## config.mk

```make
export PLATFORM = sky130hd
export DESIGN_NAME = lcd_responder
export DESIGN_NICKNAME = d
export VERILOG_FILES = /design/src/rtl/lcd_pkg.sv /design/src/rtl/lcd_ddram.sv /design/src/rtl/lcd_responder.sv
export SDC_FILE = /design/constraint.sdc
export NUM_CORES = 2
export LEC_CHECK = 0
export BUFFER_PORTS_ARGS = -buffer_cell sky130_fd_sc_hd__buf_4
export CORE_MARGIN = 2
export CORE_UTILIZATION = 45
export CTS_BUF_LIST = sky130_fd_sc_hd__clkbuf_8
export DETAILED_ROUTE_END_ITERATION = 8
export GPL_TIMING_DRIVEN = 0
export PLACE_DENSITY = 0.62
export SLEW_MARGIN = 20
export SYNTH_ARGS = -nofsm -noshare
export SYNTH_HDL_FRONTEND = slang
export SYNTH_SLANG_ARGS = --single-unit
export TNS_END_PERCENT = 20
```

## constraint.sdc

```tcl
create_clock -name clk -period 4.15 [get_ports clk]
set_clock_uncertainty 0.2 [all_clocks]
set_input_delay 0.2075 -clock clk [delete_from_list [all_inputs] [get_ports clk]]
set_output_delay 0.2075 -clock clk [all_outputs]
set_load 0.03 [all_outputs]
```

## src/rtl/lcd_pkg.sv

```systemverilog
// Shared definitions for the HD44780-compatible responder: opcode masks, DDRAM geometry,
// FSM states and the address-counter / display-offset stepping helpers.
package lcd_pkg;

   localparam logic [6:0] LINE1_BASE = 7'h00;
   localparam logic [6:0] LINE2_BASE = 7'h40;
   localparam int         LINE_LEN   = 40;
   localparam int         DDRAM_SIZE = 80;
   localparam logic [7:0] BLANK_CHAR = 8'h20;

   localparam logic [6:0] LINE1_LAST    = LINE1_BASE + 7'(LINE_LEN - 1);
   localparam logic [6:0] LINE2_LAST    = LINE2_BASE + 7'(LINE_LEN - 1);
   localparam logic [6:0] ONE_LINE_LAST = 7'(DDRAM_SIZE - 1);
   localparam logic [5:0] OFFSET_LAST   = 6'(LINE_LEN - 1);

   localparam logic [7:0] CMD_SET_DDRAM  = 8'h80;
   localparam logic [7:0] CMD_SET_CGRAM  = 8'h40;
   localparam logic [7:0] CMD_FUNC_SET   = 8'h20;
   localparam logic [7:0] CMD_SHIFT      = 8'h10;
   localparam logic [7:0] CMD_DISP_CTRL  = 8'h08;
   localparam logic [7:0] CMD_ENTRY_MODE = 8'h04;
   localparam logic [7:0] CMD_HOME       = 8'h02;
   localparam logic [7:0] CMD_CLEAR      = 8'h01;

   typedef enum logic {
      IDLE,
      BUSY
   } state_t;

   typedef enum logic [3:0] {
      OP_NOP,
      OP_CLEAR,
      OP_HOME,
      OP_ENTRY,
      OP_DISP,
      OP_SHIFT,
      OP_FUNC,
      OP_CGRAM,
      OP_DDRAM
   } op_t;

   // Highest set bit selects the instruction.
   function automatic op_t decode_op(input logic [7:0] b);
      op_t op;
      if      ((b & CMD_SET_DDRAM)  != 8'h00) op = OP_DDRAM;
      else if ((b & CMD_SET_CGRAM)  != 8'h00) op = OP_CGRAM;
      else if ((b & CMD_FUNC_SET)   != 8'h00) op = OP_FUNC;
      else if ((b & CMD_SHIFT)      != 8'h00) op = OP_SHIFT;
      else if ((b & CMD_DISP_CTRL)  != 8'h00) op = OP_DISP;
      else if ((b & CMD_ENTRY_MODE) != 8'h00) op = OP_ENTRY;
      else if ((b & CMD_HOME)       != 8'h00) op = OP_HOME;
      else if ((b & CMD_CLEAR)      != 8'h00) op = OP_CLEAR;
      else                                    op = OP_NOP;
      return op;
   endfunction

   // Out-of-range addresses (from set-address) fall back into the valid map on the next step.
   function automatic logic [6:0] ac_step(input logic [6:0] ac, input logic inc,
                                          input logic two_line);
      logic [6:0] nxt;
      if (two_line) begin
         if (inc) begin
            if (ac >= LINE2_LAST)                         nxt = LINE1_BASE;
            else if (ac >= LINE1_LAST && ac < LINE2_BASE) nxt = LINE2_BASE;
            else                                          nxt = ac + 7'd1;
         end else begin
            if (ac > LINE2_LAST)                          nxt = LINE1_BASE;
            else if (ac == LINE1_BASE)                    nxt = LINE2_LAST;
            else if (ac > LINE1_LAST && ac <= LINE2_BASE) nxt = LINE1_LAST;
            else                                          nxt = ac - 7'd1;
         end
      end else begin
         if (inc) begin
            if (ac >= ONE_LINE_LAST) nxt = LINE1_BASE;
            else                     nxt = ac + 7'd1;
         end else begin
            if (ac > ONE_LINE_LAST)    nxt = LINE1_BASE;
            else if (ac == LINE1_BASE) nxt = ONE_LINE_LAST;
            else                       nxt = ac - 7'd1;
         end
      end
      return nxt;
   endfunction

   function automatic logic [5:0] offset_step(input logic [5:0] off, input logic inc);
      logic [5:0] nxt;
      if (inc) nxt = (off >= OFFSET_LAST) ? 6'd0 : off + 6'd1;
      else     nxt = (off == 6'd0) ? OFFSET_LAST : off - 6'd1;
      return nxt;
   endfunction

   // Two-line mode packs line 2 (0x40..) directly after the 40 bytes of line 1.
   function automatic logic [6:0] ddram_index(input logic [6:0] addr, input logic two_line);
      logic [6:0] idx;
      if (two_line && addr[6]) idx = 7'(LINE_LEN) + {1'b0, addr[5:0]};
      else                     idx = addr;
      return idx;
   endfunction

endpackage

```

## src/rtl/lcd_ddram.sv

```systemverilog
// 80-byte display data RAM: one synchronous write port, synchronous blank fill,
// combinational bus and debug read ports (out-of-range reads return a blank).
module lcd_ddram
   import lcd_pkg::*;
(
   input  logic       clk,
   input  logic       fill,
   input  logic       we,
   input  logic [6:0] wr_idx,
   input  logic [7:0] wr_data,
   input  logic [6:0] bus_idx,
   output logic [7:0] bus_data,
   input  logic [6:0] dbg_idx,
   output logic [7:0] dbg_data
);

   logic [7:0] mem [DDRAM_SIZE];

   always_ff @(posedge clk) begin
      if (fill) begin
         for (int i = 0; i < DDRAM_SIZE; i++) mem[i] <= BLANK_CHAR;
      end else if (we && (wr_idx < 7'(DDRAM_SIZE))) begin
         mem[wr_idx] <= wr_data;
      end
   end

   assign bus_data = (bus_idx < 7'(DDRAM_SIZE)) ? mem[bus_idx] : BLANK_CHAR;
   assign dbg_data = (dbg_idx < 7'(DDRAM_SIZE)) ? mem[dbg_idx] : BLANK_CHAR;

endmodule

```

## src/rtl/lcd_responder.sv

```systemverilog
// HD44780-compatible responder on the 8-bit LCD bus: decodes transfers on E falling edges,
// keeps DDRAM/AC/display flags and models busy timing. LCD_4BIT_MODE_EN adds nibble transfers.
//
// state | meaning
// IDLE  | ready, next command/data transfer is accepted
// BUSY  | executing, transfers other than status reads are dropped and set overrun
module lcd_responder
   import lcd_pkg::*;
#(
   parameter int BUSY_SHORT = 925,
   parameter int BUSY_LONG  = 38250
) (
   input  logic       clk,
   input  logic       rst,
   input  logic       lcd_rs,
   input  logic       lcd_rw,
   input  logic       lcd_e,
   input  logic [7:0] lcd_data_in,
   output logic [7:0] lcd_data_out,
   output logic       lcd_data_oe,
   output logic       busy,
   output logic       cmd_valid,
   output logic       cmd_rs,
   output logic       cmd_rw,
   output logic [7:0] cmd_byte,
   output logic [6:0] addr_counter,
   output logic       display_on,
   output logic       cursor_on,
   output logic       blink_on,
   output logic [5:0] display_offset,
   output logic       overrun,
   input  logic [6:0] dbg_addr,
   output logic [7:0] dbg_char
);

   localparam int CNT_MAX = (BUSY_LONG > BUSY_SHORT) ? BUSY_LONG : BUSY_SHORT;
   localparam int CNT_W   = $clog2(CNT_MAX + 1);
   localparam logic [CNT_W-1:0] LOAD_SHORT = CNT_W'(BUSY_SHORT - 1);
   localparam logic [CNT_W-1:0] LOAD_LONG  = CNT_W'(BUSY_LONG - 1);

   state_t           state;
   logic [CNT_W-1:0] cnt;
   logic             e_q, rs_q, rw_q;
   logic [7:0]       data_q;
   logic             id_inc, shift_en, two_line;

`ifdef LCD_4BIT_MODE_EN
   logic             nib_mode, nib_phase;
   logic [3:0]       nib_hi;
`endif

   logic       fall;
   logic       xfer_valid, xfer_rs, xfer_rw;
   logic [7:0] xfer_byte;
   logic       is_status, accept, drop;
   logic       cmd_wr, data_wr, data_rd;
   op_t        op;
   logic [7:0] bus_char, rd_byte;

   assign fall = e_q & ~lcd_e;

   always_comb begin
      xfer_valid = fall;
      xfer_rs    = rs_q;
      xfer_rw    = rw_q;
      xfer_byte  = data_q;
`ifdef LCD_4BIT_MODE_EN
      // First nibble only completes a transfer when it is an 8-bit function set (DL=1).
      if (nib_mode && !nib_phase) xfer_valid = fall && !rs_q && !rw_q && (data_q[7:4] == 4'h3);
      else if (nib_mode)          xfer_byte  = {nib_hi, data_q[7:4]};
`endif
   end

   assign is_status = ~xfer_rs & xfer_rw;
   assign accept    = xfer_valid & ~is_status & (state == IDLE);
   assign drop      = xfer_valid & ~is_status & (state == BUSY);
   assign cmd_wr    = accept & ~xfer_rs & ~xfer_rw;
   assign data_wr   = accept & xfer_rs & ~xfer_rw;
   assign data_rd   = accept & xfer_rs & xfer_rw;
   assign op        = decode_op(xfer_byte);

   lcd_ddram u_ddram (
      .clk      (clk),
      .fill     (rst | (cmd_wr && op == OP_CLEAR)),
      .we       (data_wr),
      .wr_idx   (ddram_index(addr_counter, two_line)),
      .wr_data  (xfer_byte),
      .bus_idx  (ddram_index(addr_counter, two_line)),
      .bus_data (bus_char),
      .dbg_idx  (ddram_index(dbg_addr, two_line)),
      .dbg_data (dbg_char)
   );

   assign rd_byte     = lcd_rs ? bus_char : {busy, addr_counter};
   assign lcd_data_oe = lcd_e & lcd_rw;
`ifdef LCD_4BIT_MODE_EN
   always_comb begin
      lcd_data_out = 8'h00;
      if (lcd_data_oe) begin
         if (!nib_mode)      lcd_data_out = rd_byte;
         else if (nib_phase) lcd_data_out = {rd_byte[3:0], 4'h0};
         else                lcd_data_out = {rd_byte[7:4], 4'h0};
      end
   end
`else
   assign lcd_data_out = lcd_data_oe ? rd_byte : 8'h00;
`endif

   always_ff @(posedge clk) begin
      if (rst) begin
         state          <= IDLE;
         cnt            <= '0;
         busy           <= 1'b0;
         e_q            <= 1'b0;
         rs_q           <= 1'b0;
         rw_q           <= 1'b0;
         data_q         <= 8'h00;
         cmd_valid      <= 1'b0;
         cmd_rs         <= 1'b0;
         cmd_rw         <= 1'b0;
         cmd_byte       <= 8'h00;
         addr_counter   <= 7'h00;
         id_inc         <= 1'b1;
         shift_en       <= 1'b0;
         two_line       <= 1'b0;
         display_on     <= 1'b0;
         cursor_on      <= 1'b0;
         blink_on       <= 1'b0;
         display_offset <= 6'd0;
         overrun        <= 1'b0;
`ifdef LCD_4BIT_MODE_EN
         nib_mode       <= 1'b0;
         nib_phase      <= 1'b0;
         nib_hi         <= 4'h0;
`endif
      end else begin
         e_q       <= lcd_e;
         rs_q      <= lcd_rs;
         rw_q      <= lcd_rw;
         data_q    <= lcd_data_in;
         cmd_valid <= accept;
         if (accept) begin
            cmd_rs   <= xfer_rs;
            cmd_rw   <= xfer_rw;
            cmd_byte <= data_rd ? bus_char : xfer_byte;
         end
         if (drop) overrun <= 1'b1;

         unique case (state)
            IDLE: begin
               if (accept) begin
                  state <= BUSY;
                  busy  <= 1'b1;
                  cnt   <= (cmd_wr && (op == OP_CLEAR || op == OP_HOME)) ? LOAD_LONG : LOAD_SHORT;
               end
            end
            BUSY: begin
               if (cnt == '0) begin
                  state <= IDLE;
                  busy  <= 1'b0;
               end else begin
                  cnt <= cnt - 1'b1;
               end
            end
            default: state <= IDLE;
         endcase

`ifdef LCD_4BIT_MODE_EN
         if (nib_mode && fall) begin
            if (!nib_phase && !xfer_valid) begin
               nib_hi    <= data_q[7:4];
               nib_phase <= 1'b1;
            end else begin
               nib_phase <= 1'b0;
            end
         end
`endif

         if (data_wr) begin
            addr_counter <= ac_step(addr_counter, id_inc, two_line);
            if (shift_en) display_offset <= offset_step(display_offset, id_inc);
         end
         if (data_rd) addr_counter <= ac_step(addr_counter, id_inc, two_line);

         if (cmd_wr) begin
            unique case (op)
               OP_DDRAM: addr_counter <= xfer_byte[6:0];
               OP_FUNC: begin
                  two_line <= xfer_byte[3];
`ifdef LCD_4BIT_MODE_EN
                  nib_mode  <= ~xfer_byte[4];
                  nib_phase <= 1'b0;
`endif
               end
               OP_SHIFT: begin
                  if (xfer_byte[3]) display_offset <= offset_step(display_offset, xfer_byte[2]);
                  else              addr_counter   <= ac_step(addr_counter, xfer_byte[2], two_line);
               end
               OP_DISP: begin
                  display_on <= xfer_byte[2];
                  cursor_on  <= xfer_byte[1];
                  blink_on   <= xfer_byte[0];
               end
               OP_ENTRY: begin
                  id_inc   <= xfer_byte[1];
                  shift_en <= xfer_byte[0];
               end
               OP_HOME: begin
                  addr_counter   <= 7'h00;
                  display_offset <= 6'd0;
               end
               OP_CLEAR: begin
                  addr_counter   <= 7'h00;
                  id_inc         <= 1'b1;
                  display_offset <= 6'd0;
               end
               default: ;
            endcase
         end
      end
   end

endmodule

```

==> impl_metrics.json <==
{
  "syn_inst": 3353,
  "clk_latency_ns": 0.90,
  "dp.cells": 4787,
  "area_growth_pct": 24.4,
  "drc": 3,
  "grt_overflow": 0,
  "ys_seq_elements": 764,
  "finalSetupViolCount": 433,
  "finish.net_count": 3871,
  "fp.dieArea_sq_um": 95200,
  "drt_iter0_markers": 8109,
  "cts_tree": "built",
  "synth_edf_count": 704,
  "rr_startpoint": "addr_counter[3]",
  "clockRootBuffer": "clkbuf_8",
  "drive_above_1_share": 0.305,
  "start_util": 0.455,
  "holdPathEnd": "cnt[12]",
  "grt_pass1_wl_um": 290000,
  "cts_buffer_depth": 3,
  "hold_viol": 0,
  "critical-path-max-stage-delay_ns": 0.49,
  "relSlewSlack": 0.111,
  "final_common_cell": "edfxtp_1",
  "clk_pin_slew_ns": 0.06,
  "fin_crit_sh": 1.08,
  "worst_slack_ns": -0.351,
  "firstDrtPassIters": 9,
  "ioPinCount": 66,
  "final_cell_mix": "edfxtp_1 (704), nor3_1 (425), mux4_2 (260)",
  "cts_inserted_buffers": 138,
  "maxSlewViolCount": 0,
  "final_cells": 5225,
  "fillers": 7649,
  "worstMarginPinSlew_ns": 1.33,
  "yosysWarnings": 0,
  "p_leak_nw": 17.3,
  "startpoint_type": "flip-flop",
  "dieHeight_um": 309,
  "timing.rr.end": "u_ddram.mem[78][4]",
  "num_rows": 111,
  "core-area_sq_um": 91800,
  "ys_async_sr_fraction": 0,
  "via_per_inst": 7.29,
  "wl_um": 218000,
  "hold_slack_ns": 0.281,
  "period_needed_ns": 4.50,
  "cap_violations": 0,
  "power_density_nw_per_um2": 346,
  "clock.fmax_ghz": 0.222,
  "total_power_mw": 18.0,
  "grt_usage": 0.455,
  "ant_nets": 0,
  "criticalPathCategory": "reg -> out",
  "grt_pass1_vias": 35419,
  "clock_sinks": 764,
  "syn_area_per_cell_sq_um": 12.5,
  "die_w_um": 309,
  "rsz0062_at_grt": "true",
  "wl_per_cell_um": 41.6,
  "worstHoldPathCells": 2,
  "min_from": "cnt[12]",
  "hp-class": "reg -> reg",
  "worstRegToRegCells": 11,
  "num_vias": 38097,
  "dp_slack_ns": -2.26,
  "r2r_slack_ns": -0.21,
  "antenna_found_initial": 20,
  "violations": "DRC, setup timing",
  "ir_drop_v": 0.000297,
  "worstPathArrival_ns": 4.09,
  "required_ns": 3.74,
  "multiInputGateArea_sq_um": 19300,
  "syn_area_sq_um": 41800,
  "hpwlAfterDp_um": 147000,
  "status": "complete, but fails checks",
  "gp_congestion": 1.09,
  "register_area_sq_um": 22400,
  "ys_types": 85,
  "crit_path_top_delay_cell": "or4_4",
  "synthFlopType": "edfxtp_1",
  "htreeDepth": 4,
  "synth-seq-area-share": 0.535,
  "cp_max_fo": 8,
  "crit_chain": "buf_12, buf_12, buf_4, nand2b_1, o22ai_1, a21oi_1, o22ai_2, or4_4, or4_4, a22o_4, buf_6",
  "port_buffers": 60,
  "critPathCaptureType": "output pin",
  "grt_max_degree": 24
}
==> cells in the mapped netlist, types with 11 or more instances <==
library cell  count  area, sq um
a211oi_1         22          165
a21oi_1         106          531
a221o_1          21          210
a221oi_1         53          464
a22o_1           29          254
a22oi_1          48          360
a31oi_1          19          119
and2_1          171         1070
buf_1            27          101
buf_2            67          335
buf_4            11         82.6
clkbuf_1        286         1070
dfxtp_1          60         1200
edfxtp_1        704        21100
inv_1            21         78.8
mux2_2           63          709
mux2i_1          90          901
mux4_2          259         5830
nand2_1         123          462
nand2b_1         11         68.8
nand3_1          29          145
nor2_1          166          623
nor2b_1          31          194
nor3_1          431         2160
nor4_1           11         68.8
o211ai_1         16          120
o21ai_0         149          746
o22ai_1          34          213
or3_1            91          569
xnor2_1          11         96.3
xor2_1           12          105
==> layout make-up <==
cell class / instances / area share
flip-flops and latches: 764 / 0.430
multi-input cells: 2229 / 0.371
plain buffers: 392 / 0.0590
repair buffers: 289 / 0.0569
clock buffers: 140 / 0.0371
well taps: 1243 / 0.0299
clock inverters: 109 / 0.0120
inverters: 27 / 0.00253
diodes: 32 / 0.00154
==> power by group <==
part           switching, mW  total (mW)  internal, mW
registers              0.165        8.81          8.64
clock network           3.55        6.93          3.38
logic                   1.46        2.26         0.797
total                   5.18        18.0          12.8
==> metal layers <==
metal,up-vias,global-route usage,share of wire
li1,14185,-,-
met1,18453,0.538,0.32
met2,4179,0.613,0.40
met3,1260,0.236,0.18
met4,20,0.373,0.10
met5,-,0.00202,0.0017
==> how the worst max path moves through the flow <==
| stage | startpoint | end | slack [ns] | cells after the start |
|---|---|---|---|---|
| 3_5_place_dp | addr_counter[0] | u_ddram.mem[51][2] | -2.26 | 11 |
| 6_report | addr_counter[0] | lcd_data_out[3] | -0.35 | 11 |
| 3_3_place_gp | addr_counter[1] | u_ddram.mem[57][7] | -3.18 | 8 |
| 4_1_cts | addr_counter[1] | lcd_data_out[3] | -0.22 | 9 |
| 2_1_floorplan | addr_counter[4] | u_ddram.mem[17][0] | 0.29 | 11 |
| 5_1_grt | addr_counter[0] | lcd_data_out[3] | -0.27 | 11 |
==> through the flow <==
step	TNS (ns)	cell area (sq um)	utilization
final	-28.08	51900	0.566
after floorplan	0	42000	-
after detailed placement	-1574.63	44800	0.489
after global routing	-3.36	51900	0.565
after global placement	-2649.39	44000	0.479
after CTS	-0.796	51100	0.557
==> cell families after synthesis <==
family | Yosys count | share of synthesized area
AO/OA/AOI/OAI | 595 | 0.0963
flip-flops | 764 | 0.535
adder cells (fa/ha/maj) | 10 | 0.00300
XOR/XNOR | 23 | 0.00482
buffers and inverters | 423 | 0.0419
AND/OR/NAND/NOR | 1121 | 0.139
multiplexers | 416 | 0.180
other | 1 | 0.0000898
==> flip-flops by register name (all words and copies together), names as in the netlist, 6 cells and up <==
register,flops
display_offset,6
cmd_byte,8
cnt,16
addr_counter,7
u_ddram.mem,704
data_q,8
==> critical path: cells and delay by family (launching register included) <==
kind,cells,cell delay [ns]
DFF,1,0.37
buffers and inverters,4,0.65
AOI/OAI and AO/OA,4,0.74
and+or+nand+nor,3,1.42
==> timing repair <==
| action | in CTS | in global routing |
|---|---|---|
| endpoints found under the setup margin | 1311 | 621 |
| gates resized for setup | 571 | 151 |
| hold buffers | 27 | 0 |
| endpoints found under the hold margin | 28 | 0 |
| pin swaps | 45 | 33 |
| setup buffers | 106 | 19 |
| cloned | 8 | 1 |
No activity file was read; power rests on OpenSTA's default activity.
